$ cat src/rtl/time_set_controller_if.sv
// Board-side bundle for the time-set controller: raw buttons, timekeeper readback, load port.
interface time_set_controller_if;
    logic       btn_mode;
    logic       btn_up;
    logic       btn_down;
    logic [4:0] cur_hours;
    logic [5:0] cur_minutes;
    logic [4:0] set_hours;
    logic [5:0] set_minutes;
    logic       time_load;
    logic [1:0] set_mode;

    // The controller drives the timekeeper load port.
    modport master (
        input  btn_mode,
        input  btn_up,
        input  btn_down,
        input  cur_hours,
        input  cur_minutes,
        output set_hours,
        output set_minutes,
        output time_load,
        output set_mode
    );

    modport slave (
        output btn_mode,
        output btn_up,
        output btn_down,
        output cur_hours,
        output cur_minutes,
        input  set_hours,
        input  set_minutes,
        input  time_load,
        input  set_mode
    );
endinterface

$ cat src/rtl/time_set_controller.sv
// Debounced mode/up/down buttons driving a RUN -> SET_HOUR -> SET_MIN -> LOAD edit sequence
// with auto-repeat and idle timeout; issues a one-cycle load strobe to the timekeeper.
module time_set_controller #(
    parameter int DEBOUNCE_CYCLES = 500_000,
    parameter int REPEAT_DELAY    = 25_000_000,
    parameter int REPEAT_PERIOD   = 12_500_000,
    parameter int TIMEOUT_CYCLES  = 500_000_000
) (
    input  logic                  clk,
    input  logic                  rst_n,
    time_set_controller_if.master bus
);

    localparam int DB_W   = $clog2(DEBOUNCE_CYCLES + 1);
    localparam int RP_MAX = (REPEAT_DELAY > REPEAT_PERIOD) ? REPEAT_DELAY : REPEAT_PERIOD;
    localparam int RP_W   = $clog2(RP_MAX + 1);
    localparam int IDLE_W = $clog2(TIMEOUT_CYCLES + 1);

    typedef enum logic [1:0] {
        ST_RUN      = 2'd0,
        ST_SET_HOUR = 2'd1,
        ST_SET_MIN  = 2'd2,
        ST_LOAD     = 2'd3
    } state_t;

    // Index 0 = mode, 1 = up, 2 = down.
    logic [2:0] btn_raw;
    logic [2:0] press;
    logic [2:1] deb_lvl;
    logic [1:0] step;
    logic       both_held;

    assign btn_raw = {bus.btn_down, bus.btn_up, bus.btn_mode};

    genvar gi;
    generate
        for (gi = 0; gi < 3; gi++) begin : g_btn
            logic            sync1_q;
            logic            sync2_q;
            logic            deb_q;
            logic            deb_prev_q;
            logic [DB_W-1:0] cnt_q;

            always_ff @(posedge clk) begin
                if (!rst_n) begin
                    sync1_q    <= 1'b0;
                    sync2_q    <= 1'b0;
                    deb_q      <= 1'b0;
                    deb_prev_q <= 1'b0;
                    cnt_q      <= '0;
                end else begin
                    sync1_q    <= btn_raw[gi];
                    sync2_q    <= sync1_q;
                    deb_prev_q <= deb_q;
                    if (sync2_q == deb_q) begin
                        cnt_q <= '0;
                    end else if (cnt_q == DB_W'(DEBOUNCE_CYCLES - 1)) begin
                        // Nth consecutive differing cycle: accept the new level.
                        deb_q <= sync2_q;
                        cnt_q <= '0;
                    end else begin
                        cnt_q <= cnt_q + DB_W'(1);
                    end
                end
            end

            assign press[gi] = deb_q & ~deb_prev_q;

            if (gi != 0) begin : g_lvl
                assign deb_lvl[gi] = deb_q;
            end
        end
    endgenerate

    assign both_held = deb_lvl[1] & deb_lvl[2];

    generate
        for (gi = 0; gi < 2; gi++) begin : g_rpt
            logic [RP_W-1:0] rcnt_q;
            logic            repeating_q;
            logic [RP_W-1:0] target;
            logic            hit;

            // First repeat waits REPEAT_DELAY from the press; later ones REPEAT_PERIOD.
            assign target = repeating_q ? RP_W'(REPEAT_PERIOD) : RP_W'(REPEAT_DELAY);
            assign hit    = deb_lvl[gi+1] && !both_held && (rcnt_q == target);
            assign step[gi] = !both_held && (press[gi+1] || hit);

            always_ff @(posedge clk) begin
                if (!rst_n || !deb_lvl[gi+1] || both_held) begin
                    rcnt_q      <= '0;
                    repeating_q <= 1'b0;
                end else if (hit) begin
                    rcnt_q      <= RP_W'(1);
                    repeating_q <= 1'b1;
                end else begin
                    rcnt_q <= rcnt_q + RP_W'(1);
                end
            end
        end
    endgenerate

    state_t            state_q, state_d;
    logic [4:0]        edit_hours_q, edit_hours_d;
    logic [5:0]        edit_min_q, edit_min_d;
    logic [4:0]        load_hours_q, load_hours_d;
    logic [5:0]        load_min_q, load_min_d;
    logic [IDLE_W-1:0] idle_q, idle_d;
    logic              activity;
    logic              timeout;
    logic              step_up;
    logic              step_down;

    assign step_up   = step[0];
    assign step_down = step[1];
    assign activity  = (|press) | (|step);
    assign timeout   = (idle_q == IDLE_W'(TIMEOUT_CYCLES - 1)) && !activity;

    always_ff @(posedge clk) begin
        if (!rst_n) begin
            state_q      <= ST_RUN;
            edit_hours_q <= 5'd0;
            edit_min_q   <= 6'd0;
            load_hours_q <= 5'd0;
            load_min_q   <= 6'd0;
            idle_q       <= '0;
        end else begin
            state_q      <= state_d;
            edit_hours_q <= edit_hours_d;
            edit_min_q   <= edit_min_d;
            load_hours_q <= load_hours_d;
            load_min_q   <= load_min_d;
            idle_q       <= idle_d;
        end
    end

    always_comb begin
        state_d      = state_q;
        edit_hours_d = edit_hours_q;
        edit_min_d   = edit_min_q;
        load_hours_d = load_hours_q;
        load_min_d   = load_min_q;
        idle_d       = '0;

        case (state_q)
            ST_RUN: begin
                if (press[0]) begin
                    // Out-of-range readback is sanitised so set_* never leave 0-23 / 0-59.
                    edit_hours_d = (bus.cur_hours > 5'd23) ? 5'd0 : bus.cur_hours;
                    edit_min_d   = (bus.cur_minutes > 6'd59) ? 6'd0 : bus.cur_minutes;
                    state_d      = ST_SET_HOUR;
                end
            end
            ST_SET_HOUR: begin
                idle_d = activity ? '0 : idle_q + IDLE_W'(1);
                if (press[0]) begin
                    state_d = ST_SET_MIN;
                end else if (timeout) begin
                    state_d = ST_RUN;
                end else if (step_up) begin
                    edit_hours_d = (edit_hours_q == 5'd23) ? 5'd0 : edit_hours_q + 5'd1;
                end else if (step_down) begin
                    edit_hours_d = (edit_hours_q == 5'd0) ? 5'd23 : edit_hours_q - 5'd1;
                end
            end
            ST_SET_MIN: begin
                idle_d = activity ? '0 : idle_q + IDLE_W'(1);
                if (press[0]) begin
                    state_d = ST_LOAD;
                end else if (timeout) begin
                    state_d = ST_RUN;
                end else if (step_up) begin
                    edit_min_d = (edit_min_q == 6'd59) ? 6'd0 : edit_min_q + 6'd1;
                end else if (step_down) begin
                    edit_min_d = (edit_min_q == 6'd0) ? 6'd59 : edit_min_q - 6'd1;
                end
            end
            ST_LOAD: begin
                load_hours_d = edit_hours_q;
                load_min_d   = edit_min_q;
                state_d      = ST_RUN;
            end
            default: begin
                state_d = ST_RUN;
            end
        endcase
    end

    // In RUN the last loaded value is shown, so an abandoned edit reverts automatically.
    assign bus.set_hours   = (state_q == ST_RUN) ? load_hours_q : edit_hours_q;
    assign bus.set_minutes = (state_q == ST_RUN) ? load_min_q : edit_min_q;
    assign bus.time_load   = (state_q == ST_LOAD);
    assign bus.set_mode    = (state_q == ST_LOAD) ? 2'd2 : state_q;

endmodule

$ cat src/flat_wrapper.sv
// flat-port wrapper written by rule: the top's interface ports become plain ports
module time_set_controller_flat 
#(
    parameter int DEBOUNCE_CYCLES = 500_000,
    parameter int REPEAT_DELAY    = 25_000_000,
    parameter int REPEAT_PERIOD   = 12_500_000,
    parameter int TIMEOUT_CYCLES  = 500_000_000
)
  (clk, rst_n, bus_btn_mode, bus_btn_up, bus_btn_down, bus_cur_hours, bus_cur_minutes, bus_set_hours, bus_set_minutes, bus_time_load, bus_set_mode);
  time_set_controller_if bus_i ();
  input  logic clk;
  input  logic rst_n;
  input wire logic [$bits(bus_i.btn_mode)-1:0] bus_btn_mode;
  input wire logic [$bits(bus_i.btn_up)-1:0] bus_btn_up;
  input wire logic [$bits(bus_i.btn_down)-1:0] bus_btn_down;
  input wire logic [$bits(bus_i.cur_hours)-1:0] bus_cur_hours;
  input wire logic [$bits(bus_i.cur_minutes)-1:0] bus_cur_minutes;
  output wire logic [$bits(bus_i.set_hours)-1:0] bus_set_hours;
  output wire logic [$bits(bus_i.set_minutes)-1:0] bus_set_minutes;
  output wire logic [$bits(bus_i.time_load)-1:0] bus_time_load;
  output wire logic [$bits(bus_i.set_mode)-1:0] bus_set_mode;
  assign bus_i.btn_mode = bus_btn_mode;
  assign bus_i.btn_up = bus_btn_up;
  assign bus_i.btn_down = bus_btn_down;
  assign bus_i.cur_hours = bus_cur_hours;
  assign bus_i.cur_minutes = bus_cur_minutes;
  assign bus_set_hours = bus_i.set_hours;
  assign bus_set_minutes = bus_i.set_minutes;
  assign bus_time_load = bus_i.time_load;
  assign bus_set_mode = bus_i.set_mode;
  time_set_controller #(.DEBOUNCE_CYCLES(DEBOUNCE_CYCLES), .REPEAT_DELAY(REPEAT_DELAY), .REPEAT_PERIOD(REPEAT_PERIOD), .TIMEOUT_CYCLES(TIMEOUT_CYCLES)) u_core (.clk(clk), .rst_n(rst_n), .bus(bus_i));
endmodule
$ cat config.mk
export PLATFORM = sky130hd
export DESIGN_NAME = time_set_controller_flat
export DESIGN_NICKNAME = d
export VERILOG_FILES = /design/src/rtl/time_set_controller_if.sv /design/src/rtl/time_set_controller.sv /design/src/flat_wrapper.sv
export SDC_FILE = /design/constraint.sdc
export NUM_CORES = 1
export LEC_CHECK = 0
export ABC_AREA = 0
export ABC_CLOCK_PERIOD_IN_PS = 4200
export CORE_MARGIN = 8
export CORE_UTILIZATION = 43
export DETAILED_ROUTE_END_ITERATION = 8
export GPL_TIMING_DRIVEN = 0
export SYNTH_ARGS = -nofsm -noshare
export SYNTH_HDL_FRONTEND = slang
export SYNTH_SLANG_ARGS = --single-unit
$ cat constraint.sdc
create_clock -name clk -period 4.2 [get_ports clk]
set_input_delay 1.26 -clock clk [delete_from_list [all_inputs] [get_ports clk]]
set_output_delay 1.26 -clock clk [all_outputs]
set_load 0.03 [all_outputs]
==> results of run 1 <==
[report_power, final]
group | switching (mW) | internal (mW)
sequential | 0.00173 | 1.65
combinational | 0.0227 | 0.0202
clock | 0.673 | 0.816
total | 0.697 | 2.49
[cells in the final DEF (no fill, tap or decap), drive strengths merged, types with 11 or more instances in the layout]
cell type,synthesis,routed
dfxtp,174,174
a21oi,30,30
inv,34,37
xor2,74,74
mux2i,15,15
clkbuf,18,37
and3,20,20
nand4,36,36
nor3,13,13
buf,12,11
ha,17,17
or3,19,19
clkdlybuf4s50,0,29
xnor2,46,46
nand2,77,77
nor2,178,178
o21ai,33,33
nand3,49,49
[state kept, by name, indices dropped and copies added (netlist names)]
| register | cells |
|---|---|
| u_core.g_btn.sync2_q | 3 |
| u_core.state_q | 2 |
| u_core.g_btn.deb_q | 3 |
| u_core.idle_q | 29 |
| u_core.g_rpt.repeating_q | 2 |
| u_core.edit_min_q | 6 |
| u_core.g_btn.sync1_q | 3 |
| u_core.load_min_q | 6 |
| u_core.g_btn.deb_prev_q | 3 |
| u_core.load_hours_q | 5 |
| u_core.g_btn.cnt_q | 57 |
| u_core.g_rpt.rcnt_q | 50 |
| u_core.edit_hours_q | 5 |
[synth_stat cells (8+ instances only)]
library cell | count | area [um2]
a21oi_1 | 29 | 145.1
and2_1 | 10 | 62.56
and3_1 | 19 | 118.9
and4_1 | 10 | 87.58
clkbuf_1 | 18 | 67.56
dfxtp_1 | 174 | 3483
ha_1 | 17 | 212.7
inv_1 | 34 | 127.6
mux2_2 | 8 | 90.09
mux2i_1 | 15 | 150.1
nand2_1 | 76 | 285.3
nand3_1 | 49 | 245.2
nand4_1 | 36 | 225.2
nor2_1 | 178 | 668.1
nor3_1 | 12 | 60.06
o21ai_0 | 32 | 160.2
or3_1 | 19 | 118.9
xnor2_1 | 46 | 402.9
xor2_1 | 74 | 648.1
[repair_timing]
item / 4_1_cts / 5_1_grt
gates resized for setup: 0 / 1
hold buffers: 0 / 0
endpoints found under the setup margin: 0 / 5
[logic make-up (layout without fill, tap and decap cells)]
kind of cell    count (synthesis)  count (layout)  share of synthesized area (%)
buf+inv                        64             124                          3.034
mux                            24              24                          3.202
flops                         174             174                          42.45
fa+ha+maj                      17              17                          2.592
simple gates                  457             457                          27.82
compound gates                101             101                          8.096
xor+xnor                      120             120                          12.81
[path summary, 6_finish.rpt]
| kind | cells past startpoint | to | slack [ns] |
|---|---|---|---|
| setup / recovery | 4 | bus_set_mode[1] | 0.25 |
| hold reg to reg | 1 | u_core.g_btn[0].sync2_q$_SDFF_PN0_ | 0.43 |
| hold / removal | 1 | u_core.g_btn[0].sync2_q$_SDFF_PN0_ | 0.43 |
| setup reg to reg | 9 | u_core.edit_hours_q[2]$_SDFFE_PN0P_ | 1.61 |
[metal layers]
layer	part of all wire (%)	up-vias	wire [um]	global-route usage (%)
met4	0.81	0	139	3.966
met1	52	3010	8951	20.24
met3	2.9	10	505	3.083
li1	-	3389	-	-
met5	0	-	0	0
met2	44	57	7577	23.84
[final cells by class]
cell class	count	area [um2]	area share, %
buffer	30	122.6	1.313
clock buffer	18	429.2	4.597
clock inverter	13	116.4	1.246
inverter	34	127.6	1.367
multi-input combinational	719	4474	47.92
sequential	174	3483	37.31
tap	234	292.8	3.136
timing repair buffer	29	290.3	3.109
[worst max-delay path: stages, from the launching register on]
cell and delay [ns]:
dfxtp_1 0.40, ha_1 0.33, buf_1 0.62, or2_2 0.25, clkdlybuf4s50_1 0.68
==> impl_results.md, run 1 <==
* Max Slew Vio Count at 0
* Root buffer cell: clkbuf_16
* Final non-filler cell total at around 1300
* Initial antenna violation count at 0
* FMAX at between 200 and 300 MHz
* Total power at 3.186 mW
* N_diodes at 0
* CP required at approximately 3 ns
* Unique cell type count in the Yosys netlist at 64
* Placed Area at about 8800 um2
* Status: completed
* Cell count after synthesis at between 900 and 1000
* Starting Density at between 40% and 50%
* TNS Setup at 0 ns
* Post-route cell area at 9336 um2
* GP Congestion at about 0.8
* WS Path Type: flip-flop to output port
* Worst Hold Class: flip-flop to flip-flop
* Die H at between 150 and 200 um
* Yosys warning count at 0
* Fin Clk Skew at 0.01073 ns
* Unrepaired setup endpoints after global routing: false
* CP startpoint kind: flip-flop
* Leak at between 2 and 3 nW
* FFs w/ async S/R, synth at 0%
* Clk_lat worst skew at around 0.42 ns
* DRC Markers at 0
* Pwr dens at 341.3 nW/um2
* Worst r2r src: u_core.g_rpt[0].rcnt_q[0]$_SDFF_PP0_
* Core area at approximately 19000 um2
* # setup viols final at 0
* Placed Cells incl. Taps at 1220
* Area Growth Syn to Fin at 13.77%
* Rel. slew slack at 49.80%
* WP data arrival at around 2.7 ns
* Period utilisation layout at about 94%
* Final hold violations at 0
* CTS buffer count at 17
* Port Buffer Count at 29
* Fin crit period at 3.948 ns
* HP Start: u_core.g_btn[0].sync1_q$_SDFF_PN0_
* Drt pass-1 iters at 4
* #FFs+latches synth at around 170
* Post-synth top flop: dfxtp_1
* Clk pin slew, worst setup/hold paths at 0.06 ns
* Post-CTS setup buffer count at 0
* Number of global-route vias before repair at about 6000
* Worst-Margin Slew at approximately 0.75 ns
* Post-DR wirelength/cell at 13.73 um
* Via density at between 5 and 6
* WL final at approximately 17000 um
* Via total after detailed routing at 6466
* Core Util, Final at between 40% and 50%
* Dpl hpwl at around 12000 um
* H-tree depth at 4
* Crit end category: output port
* Final nets at approximately 1000
* CTS tree: yes
* Pre-CTS setup slack at 0.5091 ns
* Die ar. at about 24000 um2
* Number of cell rows at 50
* CP Launch Point: u_core.state_q[1]$_SDFFE_PN0P_
* Max Cap Viol at 0
* Crit-path max FO at 10
* Global-route wire length before repair at 29760 um
* Hold WS at 0.4332 ns
* Post-Syn Area at 8207 um2
* I/O pin cnt at 30
* Proportion of layout cells with a drive suffix above 1 at 6.391%
* # fillers at 1819
* Slack of the critical path at approximately 0.25 ns
* Seq/Total Area, Yosys at between 40% and 50%
* CTS Buffer Depth at 2
* Net count after synthesis at 990
* Max VDD drop at 246.6 uV
* Largest net degree at the start of global routing at 17
* Die X at 154.2 um
* DRT antenna net count at 0
* Number of synthesized flops with an enable pin at 0
* Mean post-synth cell area at about 8.6 um2
* Initial DRC Count at about 270
* Clock sinks at ~170
* Remaining global-route overflow at 0
* GR Util All Layers at approximately 15%
Power figures use the tool's default switching activity.
==> run 2: changes to the inputs <==
- TNS_END_PERCENT: default -> 1
==> results of run 2 <==
Final layout, timing and power as in run 1 (identical DEF).
